==> config.mk <==
export PLATFORM = sky130hd
export DESIGN_NAME = fetch_stage
export DESIGN_NICKNAME = d
export VERILOG_FILES = /design/src/rtl/cpu_pkg.sv /design/src/rtl/fetch_buf.sv /design/src/rtl/fetch_stage.sv
export SDC_FILE = /design/constraint.sdc
export NUM_CORES = 1
export LEC_CHECK = 0
export ABC_AREA = 1
export CORE_AREA = 2 2 137 125
export DETAILED_ROUTE_END_ITERATION = 10
export DIE_AREA = 0 0 139 127
export GPL_TIMING_DRIVEN = 0
export HOLD_SLACK_MARGIN = 0.12
export PLACE_DENSITY = 0.6
export SETUP_SLACK_MARGIN = 0.2
export SYNTH_ARGS = -nofsm -noshare
export SYNTH_HDL_FRONTEND = slang
export SYNTH_SLANG_ARGS = --single-unit
==> constraint.sdc <==
create_clock -name clk -period 3.2 [get_ports clk]
set_input_delay 0.64 -clock clk [delete_from_list [all_inputs] [get_ports clk]]
set_output_delay 0.64 -clock clk [all_outputs]
set_load 0.01 [all_outputs]
==> src/rtl/cpu_pkg.sv <==
// Shared CPU types and constants: fetch FSM states, opcode values and datapath widths.
package cpu_pkg;
    localparam int ADDR_W  = 16;
    localparam int INSTR_W = 16;
    localparam int OPC_W   = 5;

    localparam logic [OPC_W-1:0] OPC_B    = 5'b11000;
    localparam logic [OPC_W-1:0] OPC_BEQ  = 5'b11001;
    localparam logic [OPC_W-1:0] OPC_JMP  = 5'b11010;
    localparam logic [OPC_W-1:0] OPC_HALT = 5'b11111;

    typedef enum logic [1:0] {
        IDLE  = 2'd0,
        FETCH = 2'd1,
        HALT  = 2'd2
    } fetch_state_t;

    function automatic logic [OPC_W-1:0] opcode_of(input logic [INSTR_W-1:0] instr);
        return instr[INSTR_W-1 -: OPC_W];
    endfunction
endpackage

==> src/rtl/fetch_buf.sv <==
// Fetch output register backed by a one-entry skid slot, with load/consume/flush controls.
module fetch_buf
    import cpu_pkg::*;
(
    input  logic               clk,
    input  logic               rst,
    input  logic               flush,
    input  logic               load,
    input  logic               consume,
    input  logic [INSTR_W-1:0] load_instr,
    input  logic [ADDR_W-1:0]  load_pc,
    output logic               valid,
    output logic [INSTR_W-1:0] instr,
    output logic [ADDR_W-1:0]  pc,
    output logic               skid_next,
    output logic               enter,
    output logic [INSTR_W-1:0] enter_instr
);
    logic               skid_full;
    logic [INSTR_W-1:0] skid_instr;
    logic [ADDR_W-1:0]  skid_pc;
    logic               from_skid;
    logic               from_load;
    logic               to_skid;
    logic [ADDR_W-1:0]  enter_pc;

    // A skid word always leaves before a newly loaded word so program order holds.
    always_comb begin
        from_skid   = consume && skid_full;
        from_load   = load && (!valid || consume) && !from_skid;
        to_skid     = load && !from_load;
        enter       = from_skid || from_load;
        enter_instr = from_skid ? skid_instr : load_instr;
        enter_pc    = from_skid ? skid_pc : load_pc;
        skid_next   = !flush && ((skid_full && !consume) || to_skid);
    end

    always_ff @(posedge clk) begin
        if (rst) begin
            valid     <= 1'b0;
            instr     <= '0;
            pc        <= '0;
            skid_full <= 1'b0;
        end else if (flush) begin
            valid     <= 1'b0;
            skid_full <= 1'b0;
        end else begin
            skid_full <= skid_next;
            if (enter) begin
                valid <= 1'b1;
                instr <= enter_instr;
                pc    <= enter_pc;
            end else if (consume) begin
                valid <= 1'b0;
            end
        end
    end

    always_ff @(posedge clk) begin
        if (to_skid) begin
            skid_instr <= load_instr;
            skid_pc    <= load_pc;
        end
    end
endmodule

==> src/rtl/fetch_stage.sv <==
// Instruction fetch: one outstanding memory request, redirect with late-ack drop, HALT detection.
module fetch_stage
    import cpu_pkg::*;
#(
    parameter logic [15:0] RESET_PC = 16'h0000
) (
    input  logic        clk,
    input  logic        rst,
    output logic        imem_req,
    output logic [15:0] imem_addr,
    input  logic        imem_ack,
    input  logic [15:0] imem_rdata,
    input  logic        stall,
    input  logic        redirect,
    input  logic [15:0] redirect_pc,
    output logic        if_valid,
    output logic [15:0] if_instr,
    output logic [4:0]  if_opcode,
    output logic [15:0] if_pc,
    output logic        halted
);
    fetch_state_t       state;
    logic [ADDR_W-1:0]  pc;
    logic [ADDR_W-1:0]  req_addr;
    logic               req;
    logic               drop;

    logic               consume;
    logic               req_done;
    logic               ack_ok;
    logic [ADDR_W-1:0]  pc_nxt;
    logic               skid_next;
    logic               buf_enter;
    logic [INSTR_W-1:0] enter_instr;
    logic               halt_now;
    logic               start;

    assign consume  = if_valid && !stall;
    assign req_done = req && imem_ack;
    assign ack_ok   = req_done && !drop && !redirect;
    assign pc_nxt   = ack_ok ? req_addr + 16'd1 : pc;
    assign halt_now = buf_enter && (opcode_of(enter_instr) == OPC_HALT);
    // A new request only starts if the returning word is guaranteed a slot.
    assign start    = (state == FETCH) && (!req || req_done) && !skid_next && !halt_now;

    fetch_buf u_buf (
        .clk         (clk),
        .rst         (rst),
        .flush       (redirect),
        .load        (ack_ok),
        .consume     (consume),
        .load_instr  (imem_rdata),
        .load_pc     (req_addr),
        .valid       (if_valid),
        .instr       (if_instr),
        .pc          (if_pc),
        .skid_next   (skid_next),
        .enter       (buf_enter),
        .enter_instr (enter_instr)
    );

    always_ff @(posedge clk) begin
        if (rst) begin
            state    <= IDLE;
            pc       <= RESET_PC;
            req_addr <= RESET_PC;
            req      <= 1'b0;
            drop     <= 1'b0;
        end else if (redirect) begin
            state <= FETCH;
            pc    <= redirect_pc;
            // An in-flight request must still complete; its data is thrown away.
            if (req && !imem_ack) begin
                drop <= 1'b1;
            end else begin
                drop     <= 1'b0;
                req      <= 1'b1;
                req_addr <= redirect_pc;
            end
        end else begin
            pc <= pc_nxt;
            if (req_done) begin
                drop <= 1'b0;
            end
            case (state)
                IDLE: begin
                    state    <= FETCH;
                    req      <= 1'b1;
                    req_addr <= pc;
                end
                FETCH: begin
                    if (halt_now) begin
                        state <= HALT;
                    end
                    if (start) begin
                        req      <= 1'b1;
                        req_addr <= pc_nxt;
                    end else if (req_done) begin
                        req <= 1'b0;
                    end
                end
                HALT: begin
                    if (req_done) begin
                        req <= 1'b0;
                    end
                end
                default: state <= IDLE;
            endcase
        end
    end

    assign imem_req  = req;
    assign imem_addr = req_addr;
    assign halted    = (state == HALT);
    assign if_opcode = opcode_of(if_instr);
endmodule

==> out/metrics.yaml <==
route:
  drc: 0
  wire_per_inst_um: 15.24
  dr.pass1.iters: 5
  ant_nets: 0
  first_iter_violations: 250
  via_per_inst: 4.877
  wl_um: 14100
  vias: 4511
logic_synthesis:
  synth_commonest_cells: "nand2_1 (150), dfxtp_1 (70), o21ai_0 (59), nor2_1 (52), inv_1 (37)"
  synthTopCellsByArea: "dfxtp_1 (29%), edfxtp_1 (20%), nand2_1 (12%), o21ai_0 (6.2%), nand4_1 (4.4%)"
  synth_top_area_share_pct: 29.27
  synth_edf_count: 32
  avgSynthCellArea_um2: 7.824
  yosysWarnings: 0
  ys_types: 30
  async_reset_ff_share_pct: 0
  ys_ff_latch: 102
  syn_nets: 653
  yosysMostFrequentCell: "nand2_1"
  synth_cells: 612
  synth_top_area_cell: "dfxtp_1"
  seq_area_frac_synth_pct: 49.33
  syn_area_um2: 4788
  synth_ff_type: "dfxtp_1"
placement:
  dpl_cell_area_um2: 5948
  gp_congestion: 0.8803
  placed_cells: 909
  dp_hpwl_um: 10370
  numPortBuffers: 90
  dp_slack_ns: 0.01955
finish:
  final_cells: 925
  nFillCells: 1687
  final_nets: 754
  drive_gt1_share_pct: 6.546
  post-route-util_pct: 38.70
  fin_area_um2: 6221
  diodes: 0
  area_growth_pct: 29.92
sta:
  fmax_ghz: 0.3607
  post-route-period-util_pct: 86.65
  hold_violations: 0
  hold_ws_ns: 0.5165
  fin_crit_ns: 2.773
  skew_ns: 0.005009
  slew_headroom_pct: 11.53
  worst_slew_pin_slew_ns: 1.326
  finalMaxSlewViolations: 0
  worst_slack_ns: 0.4272
  rsz0062_at_grt: "no"
  finalSetupViolations: 0
  fin_tns_setup_ns: 0
die:
  die_h_um: 127
  start_util_pct: 29.79
  io_pins: 93
  rows: 44
  coreArea_um2: 16080
  die_width_um: 139
  die_area_um2: 17650
cts:
  cts.path.max_buffers: 2
  clk_pin_slew_ns: 0.07
  cts_made_buffers: 9
  cts_setup_buffers: 0
  htreeDepth: 3
  cts_tree: "yes"
  insertion_delay_ns: 0.35
  cts_resized: 0
  hold_buffers: 0
  root_buffer: "clkbuf_16"
  clock-sinks: 102
hold_path:
  hold_class: "reg -> reg"
setup_path:
  cp-start-kind: "input pin"
  worst_ep_arrival_time_ns: 2.73
  crit_slowest_cell: "inv_1"
  cp_max_fo: 32
  crit_path_end_kind: "register"
  crit_chain: "clkdlybuf4s50_1, nand2_1, inv_1, nand2_2, inv_2, nand2_1, inv_1"
  critPathMaxStageDelay_ns: 0.96
  crit_required_ns: 3.16
  path_buf_inv: 4
  path_class: "in -> reg"
  critPathTopFamily: "buffers and inverters"
grt:
  grt_overflow: 0
  grt_pass1_wl_um: 22750
  grt_pass1_vias: 4261
  grt_use_total_pct: 16.08
  grt_max_degree: 33
  antenna_found_initial: 0
pwr:
  vdd_ir_drop_max_mv: 0.2677
  p_leak_nw: 2.394
  p_total_mw: 2.977
  power.density_nw_per_um2: 478.5
run_status:
  status: "finished, final reports clean"
job:
  maxCapViolations: 0
cell type report:
| cell class | instances | area [µm²] | share of cell area [%] |
|---|---|---|---|
| Multi-Input combinational cell | 428 | 2066 | 33.21 |
| Timing Repair Buffer | 90 | 900.9 | 14.48 |
| Inverter | 40 | 150.1 | 2.414 |
| Buffer | 42 | 210.2 | 3.379 |
| Sequential cell | 102 | 2362 | 37.97 |
| Clock inverter | 7 | 47.55 | 0.7643 |
| Clock buffer | 9 | 225.2 | 3.620 |
| Tap cell | 207 | 259.0 | 4.163 |
final timing paths:
check / startpoint / to / slack (ns) / cells after the start
worst max-delay path: imem_ack / u_buf.skid_pc[15] / 0.43 / 7
worst min-delay path: state[1] / state[1] / 0.52 / 2
worst max register to register: imem_req / u_buf.skid_pc[15] / 0.88 / 6
worst min register to register: state[1] / state[1] / 0.52 / 2
power by group:
group / switching (mW) / total, mW / internal (mW) / leakage, nW
logic: 0.263 / 0.482 / 0.219 / 1.40
registers: 0.0745 / 1.47 / 1.40 / 0.862
clock network: 0.495 / 1.02 / 0.529 / 0.129
cell families after synthesis:
kind of cell | share of synthesized area, %
buffers and inverters | 7.526
adders and majority gates | 1.045
and+or+nand+nor | 26.44
AOI/OAI and AO/OA | 15.65
DFF | 49.33
flip-flops by register name (all words and copies together), names as in the netlist:
register	cells
u_buf.pc	16
pc	16
state	2
u_buf.instr	16
drop	1
imem_addr	16
imem_req	1
u_buf.skid_instr	16
u_buf.skid_full	1
u_buf.valid	1
u_buf.skid_pc	16
worst register-to-register path, delay by kind of cell, from the launching register on:
family | cells | cell delay [ns]
buffers and inverters | 3 | 1.27
flip-flops | 1 | 0.34
AND/OR/NAND/NOR | 3 | 0.31
cells in the final DEF, fill, tap and decap left out, types with 2 or more instances in the layout:
cell type,n
dfxtp_1,70
buf_2,12
inv_1,37
clkbuf_16,9
nand2_2,2
clkinv_1,3
clkbuf_1,21
a21boi_0,7
nand4_1,34
buf_4,8
inv_2,2
nand3b_1,3
o21ai_0,59
nand2_1,150
a31oi_1,30
ha_1,4
o22ai_1,6
nor2_1,52
clkinvlp_4,2
edfxtp_1,32
o21ai_1,5
a21oi_1,27
nor3_1,3
clkdlybuf4s50_1,90
nand2_4,2
or2_2,4
nand3_1,35
per-layer routing:
metal,global-route usage (%),share of wire (%)
met1,22.68,50
met2,24.49,44
met3,4.835,6.5
met4,3.387,0.42
met5,0,0
Note: power is estimated with default switching activity, not from simulation.
